--- src/rtl/signed_div_seq_pkg.sv ---
// rtl/signed_div_seq_pkg.sv - shared state encoding and sizing helpers for the signed divider
package signed_div_seq_pkg;

  typedef enum logic [1:0] {
    IDLE = 2'd0,
    RUN  = 2'd1,
    FIX  = 2'd2
  } state_t;

  // Bit counter must hold the value WL itself, hence the extra bit.
  function automatic int cnt_width(input int wl);
    return $clog2(wl) + 1;
  endfunction

endpackage

--- src/rtl/signed_div_seq_div_mag.sv ---
// rtl/signed_div_seq_div_mag.sv - two's-complement operand to sign plus unsigned magnitude
module div_mag #(
  parameter int WL = 4
) (
  input  logic [WL-1:0] x,
  output logic          sign,
  output logic [WL-1:0] mag
);

  logic [WL-1:0] neg;

  // The most-negative input negates to itself, which read unsigned is 2^(WL-1).
  assign neg  = '0 - x;
  assign sign = x[WL-1];
  assign mag  = sign ? neg : x;

endmodule

--- src/rtl/signed_div_seq.sv ---
// rtl/signed_div_seq.sv - iterative restoring signed divider, one quotient bit per clock
module signed_div_seq
  import signed_div_seq_pkg::*;
#(
  parameter int WL = 4
) (
  input  logic          clk,
  input  logic          rst_n,
  input  logic          start,
  input  logic [WL-1:0] dividend,
  input  logic [WL-1:0] divisor,
  output logic          busy,
  output logic          done,
  output logic [WL-1:0] quotient,
  output logic [WL-1:0] remainder,
  output logic          div_by_zero,
  output logic          overflow
);

  localparam int CW = cnt_width(WL);
  localparam logic [WL-1:0] MOST_NEG = {1'b1, {(WL-1){1'b0}}};
  localparam logic [WL-1:0] ONE      = {{(WL-1){1'b0}}, 1'b1};

  state_t        state_q, state_d;
  logic [CW-1:0] cnt_q, cnt_d;
  logic [WL:0]   prem_q, prem_d;
  logic [WL-1:0] dvd_q, dvd_d;
  logic [WL-1:0] dsr_q, dsr_d;
  logic [WL-1:0] a_raw_q, a_raw_d;
  logic          sa_q, sa_d, sb_q, sb_d;
  logic          pend_q, pend_d;
  logic          done_q, done_d;
  logic [WL-1:0] quo_q, quo_d, rem_q, rem_d;
  logic          dz_q, dz_d, ovf_q, ovf_d;

  logic          a_sign, b_sign;
  logic [WL-1:0] a_mag, b_mag;
  logic [WL+1:0] shifted;

  div_mag #(.WL(WL)) u_mag_a (.x(dividend), .sign(a_sign), .mag(a_mag));
  div_mag #(.WL(WL)) u_mag_b (.x(divisor),  .sign(b_sign), .mag(b_mag));

  always_comb begin
    state_d = state_q;
    cnt_d   = cnt_q;
    prem_d  = prem_q;
    dvd_d   = dvd_q;
    dsr_d   = dsr_q;
    a_raw_d = a_raw_q;
    sa_d    = sa_q;
    sb_d    = sb_q;
    pend_d  = 1'b0;
    done_d  = pend_q;
    quo_d   = quo_q;
    rem_d   = rem_q;
    dz_d    = dz_q;
    ovf_d   = ovf_q;
    shifted = {prem_q, dvd_q[WL-1]};

    case (state_q)
      IDLE: begin
        if (start) begin
          sa_d    = a_sign;
          sb_d    = b_sign;
          dvd_d   = a_mag;
          dsr_d   = b_mag;
          a_raw_d = dividend;
          prem_d  = '0;
          cnt_d   = CW'(WL);
          state_d = RUN;
        end
      end
      RUN: begin
        // Dividend magnitude register doubles as the quotient shift register.
        if (shifted >= {2'b00, dsr_q}) begin
          prem_d = (WL+1)'(shifted - {2'b00, dsr_q});
          dvd_d  = {dvd_q[WL-2:0], 1'b1};
        end else begin
          prem_d = shifted[WL:0];
          dvd_d  = {dvd_q[WL-2:0], 1'b0};
        end
        cnt_d = cnt_q - CW'(1);
        if (cnt_q == CW'(1)) state_d = FIX;
      end
      FIX: begin
        if (dsr_q == '0) begin
          quo_d = '1;
          rem_d = a_raw_q;
          dz_d  = 1'b1;
          ovf_d = 1'b0;
        end else begin
          quo_d = (sa_q ^ sb_q) ? ('0 - dvd_q) : dvd_q;
          rem_d = sa_q ? ('0 - prem_q[WL-1:0]) : prem_q[WL-1:0];
          dz_d  = 1'b0;
          ovf_d = sb_q && (dsr_q == ONE) && (a_raw_q == MOST_NEG);
        end
        pend_d  = 1'b1;
        state_d = IDLE;
      end
      default: state_d = IDLE;
    endcase
  end

  always_ff @(posedge clk or negedge rst_n) begin
    if (!rst_n) begin
      state_q <= IDLE;
      cnt_q   <= '0;
      prem_q  <= '0;
      dvd_q   <= '0;
      dsr_q   <= '0;
      a_raw_q <= '0;
      sa_q    <= 1'b0;
      sb_q    <= 1'b0;
      pend_q  <= 1'b0;
      done_q  <= 1'b0;
      quo_q   <= '0;
      rem_q   <= '0;
      dz_q    <= 1'b0;
      ovf_q   <= 1'b0;
    end else begin
      state_q <= state_d;
      cnt_q   <= cnt_d;
      prem_q  <= prem_d;
      dvd_q   <= dvd_d;
      dsr_q   <= dsr_d;
      a_raw_q <= a_raw_d;
      sa_q    <= sa_d;
      sb_q    <= sb_d;
      pend_q  <= pend_d;
      done_q  <= done_d;
      quo_q   <= quo_d;
      rem_q   <= rem_d;
      dz_q    <= dz_d;
      ovf_q   <= ovf_d;
    end
  end

  assign busy        = (state_q != IDLE);
  assign done        = done_q;
  assign quotient    = quo_q;
  assign remainder   = rem_q;
  assign div_by_zero = dz_q;
  assign overflow    = ovf_q;

endmodule
--- config.mk ---
export PLATFORM = sky130hd
export DESIGN_NAME = signed_div_seq
export DESIGN_NICKNAME = d
export VERILOG_FILES = /design/src/rtl/signed_div_seq_pkg.sv /design/src/rtl/signed_div_seq_div_mag.sv /design/src/rtl/signed_div_seq.sv
export SDC_FILE = /design/constraint.sdc
export NUM_CORES = 1
export LEC_CHECK = 0
export CAP_MARGIN = 10
export CORE_AREA = 2 2 72 74
export CTS_BUF_LIST = sky130_fd_sc_hd__clkbuf_16
export CTS_CLUSTER_DIAMETER = 50
export DETAILED_ROUTE_END_ITERATION = 10
export DIE_AREA = 0 0 74 76
export PLACE_DENSITY = 0.72
export SYNTH_ARGS = -nofsm -noshare
export SYNTH_HDL_FRONTEND = slang
export SYNTH_HIERARCHICAL = 1
export SYNTH_SLANG_ARGS = --single-unit
--- constraint.sdc ---
create_clock -name clk -period 2.23 [get_ports clk]
set_input_delay 0.5575 -clock clk [delete_from_list [all_inputs] [get_ports clk]]
set_output_delay 0.5575 -clock clk [all_outputs]
set_load 0.02 [all_outputs]
==> results.tsv <==
stage	metric	value	unit
outcome	status	complete, no violations	
drt	vias	1484	
cts	clockBufferDepth	2	
pwr	power.leakage	1.07	nW
cts	cts_setup_buffers	0	
pwr	pwr_density_cell	1560	mW/mm2
drt	post-route-drc-count	0	
finish	antenna_cells	0	
place	dp_slack	0.175	ns
sta	fin_tns_setup	0	ns
pwr	vdd_drop_max	0.000556	V
logic_synthesis	ys_seq_elements	36	
worst_hold_path	hold_path_end	done	
logic_synthesis	synth_area_leaders	dfrtp_1 (46%), nand2_1 (8.4%), ha_1 (6.4%)	
drt	drt-met1-wl	1.72	mm
floorplan	core_area	0.00491	mm2
floorplan	die_area	0.00562	mm2
logic_synthesis	synth_seq_area_share	0.460	
cts	clockRootBuffer	clkbuf_16	
drt	wl_met2	1.96	mm
drt	wirelength	3.91	mm
pwr	total_power	3.71	mW
sta	fin_crit_sh	0.926	
drt	first_pass_iters	4	
worst_hold_path	worstHoldPathType	reg2reg	
drt	first_iter_violations	78	
global_routing	grt_pass1_vias	1506	
floorplan	die_x	74	um
worst_hold_path	worstHoldStart	done_d	
floorplan	floorplan.initialDensity	0.399	
cts	cts_tree	done	
drt	top_layer	met4	
drt	routed_via_density	4.91	
floorplan	row_count	26	
logic_synthesis	synthesis.nets	230	
sta	slew_viol_final	0	
cts	clkLatencyLatePin	0.27	ns
cts	holdBufCountCts	0	
critical_path	reg2reg_slack	0.29	ns
place	portBuffers	22	
critical_path	worstPathRequired	1.67	ns
finish	fin_util	0.483	
logic_synthesis	netlist_instances	208	
critical_path	r2r_end	prem_q[4]	
sta	tightest_slew	0.576	ns
drt	wl_per_cell	12.9	um
global_routing	grt_overflow	0	
global_routing	grt_max_degree	37	
sta	rsz0062_at_grt	false	
sta	finalSetupViolCount	0	
finish	final_layout_size_suffix_gt1_frac	0.0690	
sta	final_hold_viol_count	0	
logic_synthesis	yosysUniqueCellTypes	36	
logic_synthesis	synth_flop_cell	dfrtp_1	
sta	finalClockSkew	0.00344	ns
logic_synthesis	synth_edf_count	0	
logic_synthesis	synth_area	0.00196	mm2
drt	ant_nets	0	
critical_path	startpoint_type	flip-flop	
logic_synthesis	synth_top_area_frac	0.460	
finish	nets	253	
floorplan	dieHeight	76	um
cts	cts.reportedPaths.clkPinSlew	0.05	ns
logic_synthesis	ys_top_cells_by_count	nand2_1 (44), dfrtp_1 (36), inv_1 (17)	
global_routing	grt_pass1_wl	7.04	mm
place	hpwl	2.96	mm
sta	fmax	0.484	GHz
worst_hold_path	hold_depth	0	
logic_synthesis	yosysMostFrequentCell	nand2_1	
drt	dr_wl_met3	100	um
critical_path	r2r_cells	7	
place	routabilityCongestion	0.865	
finish	design_area	0.00237	mm2
sta	relSlewSlack	0.616	
critical_path	path_class	reg2out	
finish	n_fill_cell	488	
global_routing	antenna_found_initial	0	
logic_synthesis	syn_avg_cell_area	9.42	um2
cts	h-tree-depth	2	
critical_path	r2r-start	dsr_q[0]	
cts	cts-resized-gates	0	
logic_synthesis	synth_area_leader_cell	dfrtp_1	
logic_synthesis	synth-async-reset-ratio	1.00	
global_routing	grt_usage	0.162	
sta	layout_min_cycle_time	2.07	ns
cts	cts_inserted_buffers	5	
critical_path	worstPathMaxFanout	4	
finish	syn_to_final_growth	21.1	%
critical_path	crit_arrival	1.51	ns
place	dpl_cell_area	0.00224	mm2
floorplan	ios	23	
cts	cts_num_sinks	36	
critical_path	endpoint_kind	output pin	
logic_synthesis	yosysWarnings	6	
sta	worst_slack	0.164	ns
job	maxCapViolCount	0	
[per-layer routing]
metal  track usage  up-vias
met5             0        -
met4        0.0909        0
met3        0.0384       10
met2         0.257       26
met1         0.199      697
li1              -      751
[cells in the final DEF (no fill, tap or decap), drive strengths merged, types with 3 or more instances in the layout]
cell           Yosys  final
o21ai             18     18
nand2b             5      5
a221o              4      4
dfrtp             36     36
nor2              10     10
xnor2              9      9
clkbuf             2      5
inv               17     19
nand4              3      3
nand3              5      5
mux2i              3      3
clkdlybuf4s50      0     22
and2               4      4
buf                7      3
nor4b              3      3
ha                10     10
nand2             44     44
a21oi             10     10
[metrics by stage]
step / instances / hold slack, ns
after detailed placement: 294 / 0.338
after CTS: 302 / 0.350
after floorplan: 208 / 0.262
final: 302 / 0.346
after global placement: 294 / 0.334
after global routing: 302 / 0.378
[how the worst max path moves through the flow]
stage                           start        end  slack [ns]  cells after the start
after floorplan              dvd_q[3]  prem_q[4]        0.48                      8
after global placement    dividend[0]   dvd_q[2]        0.21                      6
after detailed placement  dividend[0]   dvd_q[2]        0.17                      6
after CTS                  state_q[0]       busy        0.15                      3
after global routing       state_q[0]       busy        0.08                      3
final                      state_q[0]       busy        0.16                      3
[state kept, by name, summed over array words and instances (netlist names), 2 cells and up]
register / flops
cnt_q: 3
dvd_q: 4
dsr_q: 4
state_q: 2
prem_q: 5
quotient: 4
a_raw_q: 4
remainder: 4
[logic make-up (layout without fill, tap and decap cells)]
logic type      count (synthesis)  after routing  share of synthesized area
compound gates                 41             41                      0.142
xor+xnor                        9              9                     0.0402
fa+ha+maj                      11             11                     0.0741
buf+inv                        26             50                     0.0594
flops                          36             36                      0.460
mux                             3              3                     0.0153
simple gates                   82             82                      0.209
[worst max-delay path, cell delays in order, from the launching register on]
cell and delay, ns:
dfrtp_1 0.39, nor2_1 0.24, inv_1 0.07, clkdlybuf4s50_1 0.53
[layout make-up]
| cell class | instances | area (um2) | area share |
|---|---|---|---|
| Tap cell | 70 | 87.6 | 0.0369 |
| Clock inverter | 3 | 11.3 | 0.00474 |
| Timing Repair Buffer | 25 | 243 | 0.102 |
| Inverter | 17 | 63.8 | 0.0269 |
| Sequential cell | 36 | 901 | 0.380 |
| Multi-Input combinational cell | 146 | 942 | 0.397 |
| Clock buffer | 5 | 125 | 0.0527 |
[report_power, final]
part	total (mW)	switching, mW	internal, mW
Sequential	1.22	0.276	0.945
Clock	0.635	0.234	0.401
Combinational	1.85	0.999	0.854
Total	3.71	1.51	2.20
Note: power is estimated with default switching activity, not from simulation.
